[config.mk]
export PLATFORM = sky130hd
export DESIGN_NAME = updown_counter
export DESIGN_NICKNAME = d
export VERILOG_FILES = /design/src/rtl/updown_counter.sv
export SDC_FILE = /design/constraint.sdc
export NUM_CORES = 1
export LEC_CHECK = 0
export BUFFER_PORTS_ARGS = -buffer_cell sky130_fd_sc_hd__buf_2
export CAP_MARGIN = 20
export CORE_UTILIZATION = 48
export CTS_BUF_LIST = sky130_fd_sc_hd__clkbuf_4 sky130_fd_sc_hd__clkbuf_8
export CTS_CLUSTER_SIZE = 28
export DETAILED_ROUTE_END_ITERATION = 8
export PLACE_DENSITY = 0.74
export SYNTH_ARGS = -nofsm -noshare
export SYNTH_HDL_FRONTEND = slang
export SYNTH_SLANG_ARGS = --single-unit
export TNS_END_PERCENT = 50
[constraint.sdc]
create_clock -name clock -period 3.4 [get_ports clock]
set_input_delay 0.68 -clock clock [delete_from_list [all_inputs] [get_ports clock]]
set_output_delay 0.68 -clock clock [all_outputs]
set_load 0.05 [all_outputs]
[src/rtl/updown_counter.sv]
// updown_counter
//   Up/down counter with configurable width, modulus (0..MAX_COUNT),
//   prescaler and wrap/saturate boundary behaviour, plus synchronous
//   parallel load, a one-cycle terminal-count pulse and a sticky overflow.
//
// Parameters:
//   WIDTH      counter width in bits (>= 2)
//   MAX_COUNT  highest count value (<= 2**WIDTH-1)
//   SATURATE   0 = wrap at the boundary, 1 = hold at the boundary
//   PRESCALE   enabled cycles per count step (>= 1)
//
// Ports:
//   clock        rising-edge clock
//   reset        synchronous active-high reset
//   enable       count qualifier; low freezes counter and prescaler
//   up_down      direction, 1 = up, 0 = down (sampled on step cycles)
//   load         synchronous parallel load (priority over stepping)
//   load_value   value to load, clamped to MAX_COUNT
//   clear_ovf    clears the sticky overflow flag (a same-cycle set wins)
//   counter_out  current count
//   tc           terminal-count pulse, high the cycle after a boundary step
//   overflow     sticky boundary-crossing flag
module updown_counter #(
  parameter int unsigned WIDTH     = 8,
  parameter int unsigned MAX_COUNT = (1 << WIDTH) - 1,
  parameter int unsigned SATURATE  = 0,
  parameter int unsigned PRESCALE  = 1
) (
  input  logic             clock,
  input  logic             reset,
  input  logic             enable,
  input  logic             up_down,
  input  logic             load,
  input  logic [WIDTH-1:0] load_value,
  input  logic             clear_ovf,
  output logic [WIDTH-1:0] counter_out,
  output logic             tc,
  output logic             overflow
);

  localparam int unsigned     PS_W    = (PRESCALE > 1) ? $clog2(PRESCALE) : 1;
  localparam logic [WIDTH-1:0] MAX_C  = WIDTH'(MAX_COUNT);
  localparam logic [PS_W-1:0]  PS_LAST = PS_W'(PRESCALE - 1);

  logic [WIDTH-1:0] count_q, count_d;
  logic [PS_W-1:0]  ps_q, ps_d;
  logic             tc_q, tc_d;
  logic             ovf_q, ovf_d;
  logic             step;
  logic             at_boundary;

  always_comb begin
    count_d     = count_q;
    ps_d        = ps_q;
    tc_d        = 1'b0;
    ovf_d       = ovf_q & ~clear_ovf;
    step        = 1'b0;
    at_boundary = 1'b0;

    if (load) begin
      count_d = (load_value > MAX_C) ? MAX_C : load_value;
      ps_d    = '0;
    end else if (enable) begin
      step = (ps_q == PS_LAST);
      ps_d = step ? '0 : ps_q + 1'b1;
      if (step) begin
        if (up_down) begin
          at_boundary = (count_q == MAX_C);
          if (!at_boundary)
            count_d = count_q + 1'b1;
          else
            count_d = (SATURATE != 0) ? MAX_C : '0;
        end else begin
          at_boundary = (count_q == '0);
          if (!at_boundary)
            count_d = count_q - 1'b1;
          else
            count_d = (SATURATE != 0) ? '0 : MAX_C;
        end
      end
    end

    // A boundary step sets overflow even when clear_ovf is asserted.
    if (at_boundary) begin
      tc_d  = 1'b1;
      ovf_d = 1'b1;
    end
  end

  always_ff @(posedge clock) begin
    if (reset) begin
      count_q <= '0;
      ps_q    <= '0;
      tc_q    <= 1'b0;
      ovf_q   <= 1'b0;
    end else begin
      count_q <= count_d;
      ps_q    <= ps_d;
      tc_q    <= tc_d;
      ovf_q   <= ovf_d;
    end
  end

  assign counter_out = count_q;
  assign tc          = tc_q;
  assign overflow    = ovf_q;

endmodule

# Yosys cells after proc, flatten, opt, wreduce, memory -nomap -nowiden
# Index checks and enable logic that the tools add are counted.
dict set report totals {
  regBits 11
  inputBits 14
  out_inout_bits 10
  word_cells 30
}
dict set report classes {
  n_addsub 3
  n_lt_le_gt_ge 1
  eq_ne 2
  muxes 14
  n_bitwise 2
  n_reduce_logical 4
}
# cell n
set ops {}
lappend ops {{$mux W8} 7}
lappend ops {{$add A8 B1 Y8 const B} 1}
lappend ops {{$eq A8 B8 Y1 const B} 1}
lappend ops {{$gt A8 B8 Y1 const B} 1}
lappend ops {{$logic_not A8 Y1} 1}
lappend ops {{$sub A8 B1 Y8 const B} 1}
lappend ops {{$mux W1} 7}
lappend ops {{$ne A2 B2 Y1 const B} 1}
lappend ops {{$reduce_and A2 Y1} 1}
lappend ops {{$reduce_bool A2 Y1} 1}
lappend ops {{$reduce_or A2 Y1} 1}
lappend ops {{$add A1 B1 Y1 const B} 1}
lappend ops {{$and A1 B1 Y1} 1}
lappend ops {{$not A1 Y1} 1}

# Longest topological paths before layout
# Gate-level depths: netlist (run 1).
dict set report logic_depth {
  ltp_word 6
  depth_mapped 7
  depth_no_buf 7
}

# Worst setup path after synthesis (run 1)
# OpenSTA, ideal clock, no wires.
dict set report synth_timing {
  path_kind {register -> register}
  from {register count_q[0], in the netlist counter_out[0]}
  to {register count_q[5], in the netlist counter_out[5]}
  setup_ns 0.127
  t_arrival_ns 2.057
  required_ns 3.273
  setup_slack_ns 1.216
  stages_incl_launch_ff 8
  cell_sequence {dfxtp_1 -> inv_1 -> ha_1 -> nor3b_1 -> o21a_1 -> o21ai_0 -> a21oi_1 -> or3_1}
}
dict set report synth_between {
  elab_chain_cells 6
  elab_cells_between_ends 10
  cone_classes {2 x add/sub; 1 x eq/ne; 6 x mux; 1 x reduce/logical}
}
# element line_no
set synth_rtl {}
lappend synth_rtl {{start, declared} 45} ;# logic [WIDTH-1:0] count_q, count_d;
lappend synth_rtl {{start signal, assigned} 97} ;# count_q <= count_d;
lappend synth_rtl {{$sub A8 B1 Y8 (tied with other cells)} 76} ;# count_d = count_q - 1'b1;
lappend synth_rtl {{$mux W8 (on tied branches)} {75, 69}}
lappend synth_rtl {{$mux W8 *} 67} ;# if (up_down) begin
lappend synth_rtl {{$mux W8 *} 66} ;# if (step) begin
lappend synth_rtl {{$mux W8 *} 63} ;# end else if (enable) begin
lappend synth_rtl {{$mux W8 *} 60} ;# if (load) begin
# Mark *: on every way between the ends. The rest lies on a longest branch, timed or not. The select of a mux whose other input is x is not followed.
# A chain may end at the register's enable or synchronous reset.

# Worst setup path after layout (run 1)
# Same ends and word-level chain as after synthesis.

==> results.py, run 1 <==
metrics = {
    "setup_path": {
        "cp.required_ps": 3560,
        "worst_r2r_path_depth": 7,
        "critPathBufInv": 1,
        "r2r-end": "counter_out[5]$_SDFFE_PP0P_",
        "crit_arrival_ps": 2140,
        "cp.depth": 7,
        "startpoint_type": "flop",
        "path_cells": "inv_1 > ha_1 > nor3b_1 > o21a_1 > o21ai_0 > a21oi_1 > or3_1",
        "endpoint_kind": "flop",
        "rr_startpoint": "counter_out[0]$_SDFFE_PP0P_",
        "crit_family": "simple AND/OR/NAND/NOR gates",
        "cp_max_fo": 8,
        "max_stage_delay_ps": 480,
        "critPathSlowestCell": "dfxtp_1",
        "crit_type": "reg2reg",
        "reg2reg_slack_ps": 1420,
    },
    "synthesis": {
        "synth_top_cell_by_area": "dfxtp_1",
        "synth_area_sq_um": 875,
        "ys_warn_count": 0,
        "synth_cells": 116,
        "yosysMostFrequentCell": "nor2_1",
        "ys_seq_area_share_pct": 22.9,
        "synth_seq_cells": 10,
        "synth_ff_type": "dfxtp_1",
        "yosys-top-cells-count": "15 x nor2_1, 11 x a21oi_1, 10 x dfxtp_1",
        "async_reset_ff_share_pct": 0,
        "synth_edf_count": 0,
        "synthTopCellsByArea": "dfxtp_1 23%, nor2_1 6.4%, a21oi_1 6.3%",
        "synth_fp_nets": 133,
        "synth_cell_types": 40,
        "synth_top_area_share_pct": 22.9,
        "syn_area_per_cell_sq_um": 7.54,
    },
    "power": {
        "irDropWorstVdd_mv": 0.267,
        "p_per_area_nw_per_um2": 383,
        "p_leak_nw": 0.427,
    },
    "detailed_routing": {
        "wl_per_cell_um": 14.0,
        "routed-via-count": 915,
        "vias_per_cell": 5.75,
        "first_pass_iters": 4,
        "drt_iter0_drc": 22,
        "wirelength_um": 2230,
        "ant_nets": 0,
        "drcViolationCount": 0,
    },
    "timing": {
        "fin_crit_sh_pct": 58.2,
        "fin_crit_ps": 1980,
        "slew_viol_final": 0,
        "finClkSkew_ps": 2.49,
        "finalSetupTns_ps": 0,
        "fmax_ghz": 0.505,
        "worst_slack_ps": 1420,
        "slew_headroom_pct": 65.0,
        "finalHoldViolCount": 0,
        "rsz0062_at_grt": "no",
        "setup_viol": 0,
        "tightest_slew_ps": 524,
    },
    "clock_tree": {
        "cts_sinks": 10,
        "cts_setup_buffers": 0,
        "cts_root_buf": "clkbuf_4",
        "cts_made_buffers": 3,
        "clock_latency_ps": 270,
        "cts_tree": "done",
        "cts-htree-levels": 1,
        "clock_path_buffers": 2,
        "ctsResizeCount": 0,
        "cts_hold_buf": 0,
        "path_clk_slew_ps": 70,
    },
    "worst_hold_path": {
        "timing.hold.worst_endpoint": "overflow$_SDFF_PP0_",
        "whs_path_depth": 2,
        "hold_class": "reg2reg",
        "holdCritStartpoint": "overflow$_SDFF_PP0_",
    },
    "finish": {
        "finalNetCount": 152,
        "syn2layout_area_growth_pct": 15.0,
        "n_antenna_cell": 0,
        "drive_above_1_share_pct": 26.1,
    },
    "place": {
        "port_buffers": 23,
        "post-place-ws_ps": 1470,
        "place_congestion": 0.874,
        "dp_hpwl_um": 1530,
    },
    "floorplan": {
        "placementRows": 15,
        "core-area_sq_um": 1710,
        "die_area_sq_um": 2000,
        "start_util_pct": 51.2,
        "io_pins": 24,
        "fp.dieH_um": 44.7,
        "die_width_um": 44.7,
    },
    "global_route": {
        "antenna_found_initial": 0,
        "first_global_vias": 735,
        "grt_util_all_layers_pct": 23.3,
        "grt_overflow": 0,
        "grt_pass1_wl_um": 3400,
        "grt_max_degree": 22,
    },
    "run_status": {
        "outcome": "finished, final reports clean",
    },
    "job": {
        "drv_cap": 0,
    },
}
-- cells by family after synthesis --
kind of cell / after synthesis / share of synthesized area (%)
AO/OA/AOI/OAI: 31 / 23.3
XOR/XNOR: 6 / 6.01
adder cells (fa/ha/maj): 3 / 4.29
buffers and inverters: 12 / 7.15
flip-flops: 10 / 22.9
multiplexers: 2 / 2.29
AND/OR/NAND/NOR: 52 / 34.0
-- cells in the final DEF (no fill, tap or decap) --
master,instances
nor2_1,15
inv_1,3
nor2b_1,2
a31oi_1,3
dfxtp_1,10
o21ai_1,1
a221oi_2,1
o21bai_1,1
a21oi_1,11
nor3_2,1
mux2i_1,2
nor4_4,1
ha_1,3
nor3_1,4
clkbuf_8,1
nand4_1,6
nand3_1,6
a21o_1,1
o21ai_0,4
o22ai_1,2
buf_2,23
nor4b_2,1
or3_1,1
clkbuf_4,3
nor3b_1,2
and2_1,1
xnor2_1,3
xor2_1,3
o211a_1,1
and3_4,2
nand2_1,7
a31o_1,1
o31ai_1,1
nand2_2,1
nand2b_1,2
o21a_1,1
a211oi_2,1
o211ai_1,1
o41ai_1,1
-- worst max path at each step --
stage,slack [ps],end,from
after floorplan,1220,counter_out[5]$_SDFFE_PP0P_,counter_out[0]$_SDFFE_PP0P_
after global placement,1480,counter_out[5]$_SDFFE_PP0P_,counter_out[0]$_SDFFE_PP0P_
after detailed placement,1470,counter_out[5]$_SDFFE_PP0P_,counter_out[0]$_SDFFE_PP0P_
after CTS,1430,counter_out[2],counter_out[2]$_SDFFE_PP0P_
after global routing,1280,counter_out[5]$_SDFFE_PP0P_,counter_out[0]$_SDFFE_PP0P_
final,1420,counter_out[5]$_SDFFE_PP0P_,counter_out[0]$_SDFFE_PP0P_
-- layer usage --
layer,vias to the layer above,wire length (um),GRT usage [%]
li1,452,-,-
met1,436,1050,30.8
met2,25,1070,36.8
met3,2,100,6.53
met4,0,10,6.67
met5,-,0,0
-- flip-flops by register name, indices dropped and copies added, names as in the netlist --
| register | flops |
|---|---|
| overflow | 1 |
| tc | 1 |
| counter_out | 8 |
-- tightest hold or removal path: cells and delay by family, from the launching register on --
family	cells	cell delay, ps
simple gates	1	60
compound gates	1	60
flops	1	310
-- power by group --
group,internal (W),switching (W)
combinational,0.0000477,0.0000801
clock,0.0000651,0.0000460
sequential,0.000125,0.0000217
total,0.000238,0.000148
-- layout make-up --
type                       instances  area [sq um]
inverter                           3          11.3
timing repair buffer              23           115
clock buffer                       4          36.3
sequential                        10           200
tap                               25          31.3
fill                             165           702
multi-input combinational         94           612
-- metrics by stage --
step                util [%]  cells  hold WS [ps]  total power, W  area [sq um]
floorplan                  -    116           694        0.000248           875
global placement        56.8    155           455        0.000273           970
detailed placement      56.8    155           458        0.000276           970
CTS                     58.9    159           470        0.000388          1010
global route            58.9    159           496        0.000407          1010
finish                  58.9    159           472        0.000386          1010
Note: power is estimated with default switching activity, not from simulation.
==> inputs of run 2 (changes only) <==
==> constraint.sdc (replaced) <==
create_clock -name clock -period 2 [get_ports clock]
set_input_delay 0.4 -clock clock [delete_from_list [all_inputs] [get_ports clock]]
set_output_delay 0.4 -clock clock [all_outputs]
set_load 0.05 [all_outputs]
==> results.py, run 2 (synthesized netlist as in run 1, its figures left out) <==
metrics = {
    "global_route": {
        "antenna_found_initial": 0,
        "grt_pass1_wl_um": 3360,
        "grt_util_all_layers_pct": 23.6,
        "first_global_vias": 725,
        "grt_max_degree": 22,
        "grt_overflow": 0,
    },
    "power": {
        "p_per_area_nw_per_um2": 642,
        "irDropWorstVdd_mv": 0.346,
        "totalPowerFinal_w": 0.000653,
        "p_int_w": 0.000406,
        "comb_power_share_pct": 33.4,
        "switching_share_pct": 37.8,
        "p_sw_w": 0.000247,
        "seq_power_share_pct": 38.0,
        "p_clk_share_pct": 28.6,
        "p_leak_nw": 0.433,
    },
    "clock_tree": {
        "clock_path_buffers": 2,
        "cts_sinks": 10,
        "cts_made_buffers": 3,
        "cts_hold_buf": 0,
        "cts_setup_buffers": 0,
        "cts_root_buf": "clkbuf_4",
        "cts-htree-levels": 1,
        "clock_latency_ps": 270,
        "path_clk_slew_ps": 70,
        "cts_tree": "done",
        "ctsResizeCount": 0,
    },
    "worst_hold_path": {
        "hold_class": "in2reg",
        "holdCritStartpoint": "load_value[1]",
        "whs_path_depth": 3,
        "timing.hold.worst_endpoint": "counter_out[1]$_SDFFE_PP0P_",
    },
    "timing": {
        "finClkSkew_ps": 4.17,
        "tightest_slew_ps": 488,
        "slew_viol_final": 0,
        "rsz0062_at_grt": "no",
        "setup_viol": 0,
        "finalSetupTns_ps": 0,
        "slew_headroom_pct": 67.4,
        "fin_crit_ps": 1810,
        "fin_crit_sh_pct": 90.7,
        "fmax_ghz": 0.552,
        "finalHoldViolCount": 0,
    },
    "floorplan": {
        "io_pins": 24,
        "placementRows": 15,
        "die_width_um": 44.7,
        "start_util_pct": 51.2,
        "core-area_sq_um": 1710,
        "die_area_sq_um": 2000,
        "fp.dieH_um": 44.7,
    },
    "place": {
        "dp_hpwl_um": 1510,
        "place_area_sq_um": 980,
        "port_buffers": 23,
        "place_congestion": 0.845,
    },
    "setup_path": {
        "r2r-end": "counter_out[5]$_SDFFE_PP0P_",
        "max_stage_delay_ps": 390,
        "startpoint_type": "flop",
        "crit_type": "reg2reg",
        "cp.depth": 7,
        "crit_family": "simple AND/OR/NAND/NOR gates",
        "reg2reg_slack_ps": 190,
        "path_cells": "inv_1 > ha_1 > nor3b_1 > o21a_1 > o21ai_0 > a21oi_1 > or3_1",
        "critPathBufInv": 1,
        "worst_r2r_path_depth": 7,
        "cp.required_ps": 2160,
        "crit_arrival_ps": 1970,
        "rr_startpoint": "counter_out[0]$_SDFFE_PP0P_",
        "cp_max_fo": 8,
        "critPathSlowestCell": "dfxtp_2",
        "endpoint_kind": "flop",
    },
    "finish": {
        "multiInputGateArea_sq_um": 612,
        "syn2layout_area_growth_pct": 16.2,
        "final_area_sq_um": 1020,
        "seq_area_sq_um": 203,
        "final_cell_mix": "23 x buf_2, 15 x nor2_1, 11 x a21oi_1",
        "largest_register_ffs": 8,
        "drive_above_1_share_pct": 28.1,
        "finalNetCount": 153,
        "n_antenna_cell": 0,
        "final_common_cell": "buf_2",
        "fill_cells": 165,
    },
    "detailed_routing": {
        "drt_iter0_drc": 34,
        "routed-via-count": 912,
        "vias_per_cell": 5.70,
        "wl_per_cell_um": 13.0,
        "drcViolationCount": 0,
        "wirelength_um": 2080,
        "first_pass_iters": 4,
        "ant_nets": 0,
    },
    "job": {
        "drv_cap": 0,
    },
    "run_status": {
        "outcome": "finished, final reports clean",
    },
}
==> run 2: changes by cell type in the layout (fill, tap and decap cells not counted), sizes merged <==
| cell | delta |
|---|---|
| buf | +1 |
==> run 2: worst max path at each step <==
stage,start,to,slack (ps)
after CTS,counter_out[0]$_SDFFE_PP0P_,counter_out[5]$_SDFFE_PP0P_,200
after global placement,counter_out[0]$_SDFFE_PP0P_,counter_out[5]$_SDFFE_PP0P_,270
after floorplan,counter_out[0]$_SDFFE_PP0P_,counter_out[5]$_SDFFE_PP0P_,70
after global routing,counter_out[0]$_SDFFE_PP0P_,counter_out[5]$_SDFFE_PP0P_,100
final,counter_out[0]$_SDFFE_PP0P_,counter_out[5]$_SDFFE_PP0P_,190
after detailed placement,counter_out[0]$_SDFFE_PP0P_,counter_out[5]$_SDFFE_PP0P_,220
==> run 2: worst reg2reg max path: stages, from the launching register on <==
cell and delay (ps):
dfxtp_2 390, inv_1 110, ha_1 230, nor3b_1 160, o21a_1 180, o21ai_0 170
a21oi_1 90, or3_1 370
==> run 2: layer usage <==
layer	global-route usage (%)	vias up	wire length [um]
li1	-	459	-
met1	30.7	409	936
met2	37.1	40	999
met3	7.35	4	127
met4	7.27	0	20
met5	0	-	0
==> run 2: area by class of cell <==
| class | instances | area share [%] |
|---|---|---|
| multi-input cells | 94 | 60.2 |
| flip-flops and latches | 10 | 20.0 |
| clock buffers | 4 | 3.57 |
| well taps | 25 | 3.08 |
| inverters | 3 | 1.11 |
| repair buffers | 24 | 12.1 |
==> run 2: through the flow <==
stage | std cells | hold slack [ps] | utilization (%) | setup WS (ps)
global route | 160 | 356 | 59.5 | 99.8
CTS | 160 | 357 | 59.5 | 203
detailed placement | 156 | 466 | 57.4 | 217
finish | 160 | 359 | 59.5 | 187
global placement | 156 | 457 | 57.4 | 274
floorplan | 116 | 543 | - | 71.0
==> run 2: power groups by stage <==
stage | clock, W | sequential, W | combinational (W)
after CTS | 0.000195 | 0.000247 | 0.000218
after global routing | 0.000203 | 0.000252 | 0.000239
after detailed placement | 0 | 0.000251 | 0.000217
after floorplan | 0 | 0.000283 | 0.000139
final | 0.000187 | 0.000248 | 0.000218
after global placement | 0 | 0.000251 | 0.000215
==> inputs of run 3 (changes only) <==
--- a/config.mk
+++ b/config.mk
@@ -5,13 +5,14 @@
 export SDC_FILE = /design/constraint.sdc
 export NUM_CORES = 1
 export LEC_CHECK = 0
+export ABC_AREA = 1
 export BUFFER_PORTS_ARGS = -buffer_cell sky130_fd_sc_hd__buf_2
 export CAP_MARGIN = 20
 export CORE_UTILIZATION = 48
 export CTS_BUF_LIST = sky130_fd_sc_hd__clkbuf_4 sky130_fd_sc_hd__clkbuf_8
 export CTS_CLUSTER_SIZE = 28
 export DETAILED_ROUTE_END_ITERATION = 8
-export PLACE_DENSITY = 0.74
+export PLACE_DENSITY = 0.75
 export SYNTH_ARGS = -nofsm -noshare
 export SYNTH_HDL_FRONTEND = slang
 export SYNTH_SLANG_ARGS = --single-unit
==> results.py, run 3 <==
metrics = {
    "run_status": {
        "outcome": "finished, final reports clean",
    },
    "timing": {
        "worst_slack_ps": 451,
        "slew_viol_final": 0,
        "fmax_ghz": 0.646,
        "slew_headroom_pct": 75.8,
        "finClkSkew_ps": 6.63,
        "rsz0062_at_grt": "no",
        "finalSetupTns_ps": 0,
        "setup_viol": 0,
        "fin_crit_ps": 1550,
        "fin_crit_sh_pct": 77.4,
        "finalHoldViolCount": 0,
        "tightest_slew_ps": 362,
    },
    "power": {
        "p_per_area_nw_per_um2": 663,
        "p_leak_nw": 0.500,
        "p_clk_share_pct": 28.2,
        "irDropWorstVdd_mv": 0.376,
        "p_sw_w": 0.000263,
        "switching_share_pct": 39.7,
        "p_int_w": 0.000399,
        "seq_power_share_pct": 36.3,
        "comb_power_share_pct": 35.5,
    },
    "setup_path": {
        "critPathBufInv": 1,
        "startpoint_type": "flop",
        "cp_max_fo": 9,
        "cp.required_ps": 1600,
        "path_cells": "buf_2",
        "crit_type": "reg2out",
        "endpoint_kind": "output pin",
        "r2r-end": "counter_out[5]$_SDFFE_PP0P_",
        "max_stage_delay_ps": 540,
        "worst_r2r_path_depth": 8,
        "reg2reg_slack_ps": 530,
        "rr_startpoint": "counter_out[1]$_SDFFE_PP0P_",
        "crit_arrival_ps": 1150,
        "crit_family": "flip-flops",
        "critPathSlowestCell": "dfxtp_1",
    },
    "synthesis": {
        "synth_seq_cells": 10,
        "synth_ff_type": "dfxtp_1",
        "synth_cell_types": 25,
        "synth_cells": 138,
        "ys_warn_count": 0,
        "async_reset_ff_share_pct": 0,
        "yosysMostFrequentCell": "nand2_1",
        "synth_top_area_share_pct": 23.8,
        "synth_area_sq_um": 842,
        "synth_fp_nets": 155,
        "synthTopCellsByArea": "dfxtp_1 24%, nand2_1 14%, nand3_1 10%",
        "syn_area_per_cell_sq_um": 6.10,
        "yosys-top-cells-count": "32 x nand2_1, 18 x inv_1, 17 x nand3_1, 17 x nor2_1, 10 x dfxtp_1",
        "ys_seq_area_share_pct": 23.8,
        "synth_edf_count": 0,
        "synth_top_cell_by_area": "dfxtp_1",
    },
    "clock_tree": {
        "path_clk_slew_ps": 70,
        "cts-htree-levels": 1,
        "clock_latency_ps": 270,
        "cts_hold_buf": 0,
        "cts_root_buf": "clkbuf_4",
        "ctsResizeCount": 0,
        "cts_sinks": 10,
        "clock_path_buffers": 2,
        "cts_setup_buffers": 0,
        "cts_made_buffers": 3,
        "cts_tree": "done",
    },
    "floorplan": {
        "fp.dieH_um": 43.9,
        "io_pins": 24,
        "die_area_sq_um": 1930,
        "placementRows": 14,
        "start_util_pct": 53.4,
        "die_width_um": 43.9,
        "core-area_sq_um": 1580,
    },
    "finish": {
        "fill_cells": 165,
        "n_antenna_cell": 0,
        "final_common_cell": "nand2_1",
        "finalNetCount": 181,
        "final_cell_mix": "32 x nand2_1, 23 x buf_2, 18 x inv_1",
        "syn2layout_area_growth_pct": 18.6,
        "largest_register_ffs": 8,
        "drive_above_1_share_pct": 23.9,
    },
    "detailed_routing": {
        "wirelength_um": 2230,
        "first_pass_iters": 6,
        "drt_iter0_drc": 33,
        "routed-via-count": 981,
        "vias_per_cell": 5.48,
        "drcViolationCount": 0,
        "ant_nets": 0,
        "wl_per_cell_um": 12.4,
    },
    "global_route": {
        "grt_overflow": 0,
        "antenna_found_initial": 0,
        "grt_util_all_layers_pct": 25.5,
        "grt_pass1_wl_um": 3620,
        "first_global_vias": 873,
        "grt_max_degree": 10,
    },
    "place": {
        "dp_hpwl_um": 1770,
        "post-place-ws_ps": 564,
        "place_congestion": 0.904,
        "port_buffers": 23,
    },
    "worst_hold_path": {
        "whs_path_depth": 4,
        "timing.hold.worst_endpoint": "overflow$_SDFF_PP0_",
        "hold_class": "in2reg",
        "holdCritStartpoint": "clear_ovf",
    },
    "job": {
        "drv_cap": 0,
    },
}
[run 3: cell families after synthesis]
| family | Yosys count | share of synthesized area, % |
|---|---|---|
| and+or+nand+nor | 76 | 40.9 |
| AOI/OAI and AO/OA | 24 | 17.7 |
| buffers and inverters | 23 | 11.1 |
| DFF | 10 | 23.8 |
| adders and majority gates | 3 | 4.46 |
| xor gates and xnor gates | 2 | 2.08 |
[run 3: layout make-up]
cell class	count	area, sq um	share of cell area (%)
Multi-Input combinational cell	105	548	54.9
Sequential cell	10	200	20.1
Timing Repair Buffer	23	115	11.5
Inverter	21	78.8	7.89
Clock buffer	4	36.3	3.63
Tap cell	16	20.0	2.01
[run 3: worst max-delay path by stage]
stage,depth (start not counted),startpoint,slack [ps],end
5_1_grt,8,counter_out[1]$_SDFFE_PP0P_,400,counter_out[7]$_SDFFE_PP0P_
4_1_cts,1,counter_out[4]$_SDFFE_PP0P_,460,counter_out[4]
3_5_place_dp,6,load,560,counter_out[3]$_SDFFE_PP0P_
3_3_place_gp,6,load,550,counter_out[3]$_SDFFE_PP0P_
6_report,1,counter_out[4]$_SDFFE_PP0P_,450,counter_out[4]
2_1_floorplan,8,counter_out[0]$_SDFFE_PP0P_,320,counter_out[6]$_SDFFE_PP0P_
[run 3: power by group through the flow]
stage	sequential, W	combinational [W]	clock (W)
floorplan	0.000287	0.000133	0
global placement	0.000244	0.000229	0
detailed placement	0.000244	0.000232	0
CTS	0.000239	0.000233	0.000187
global route	0.000243	0.000256	0.000197
finish	0.000240	0.000235	0.000186
[run 3: layer usage]
layer	wire length (um)	GRT usage (%)
met5	0	0
met4	51	10.9
met3	136	5.42
met2	998	40.9
met1	1040	33.1
[run 3: metrics by stage]
step	instances	cell area, sq um	power [W]	hold slack, ps	utilization (%)
2_1_floorplan	138	842	0.000420	562	-
3_3_place_gp	175	962	0.000473	463	61.0
3_5_place_dp	175	962	0.000476	460	61.0
4_1_cts	179	998	0.000659	384	63.3
5_1_grt	179	998	0.000696	398	63.3
6_report	179	998	0.000662	382	63.3
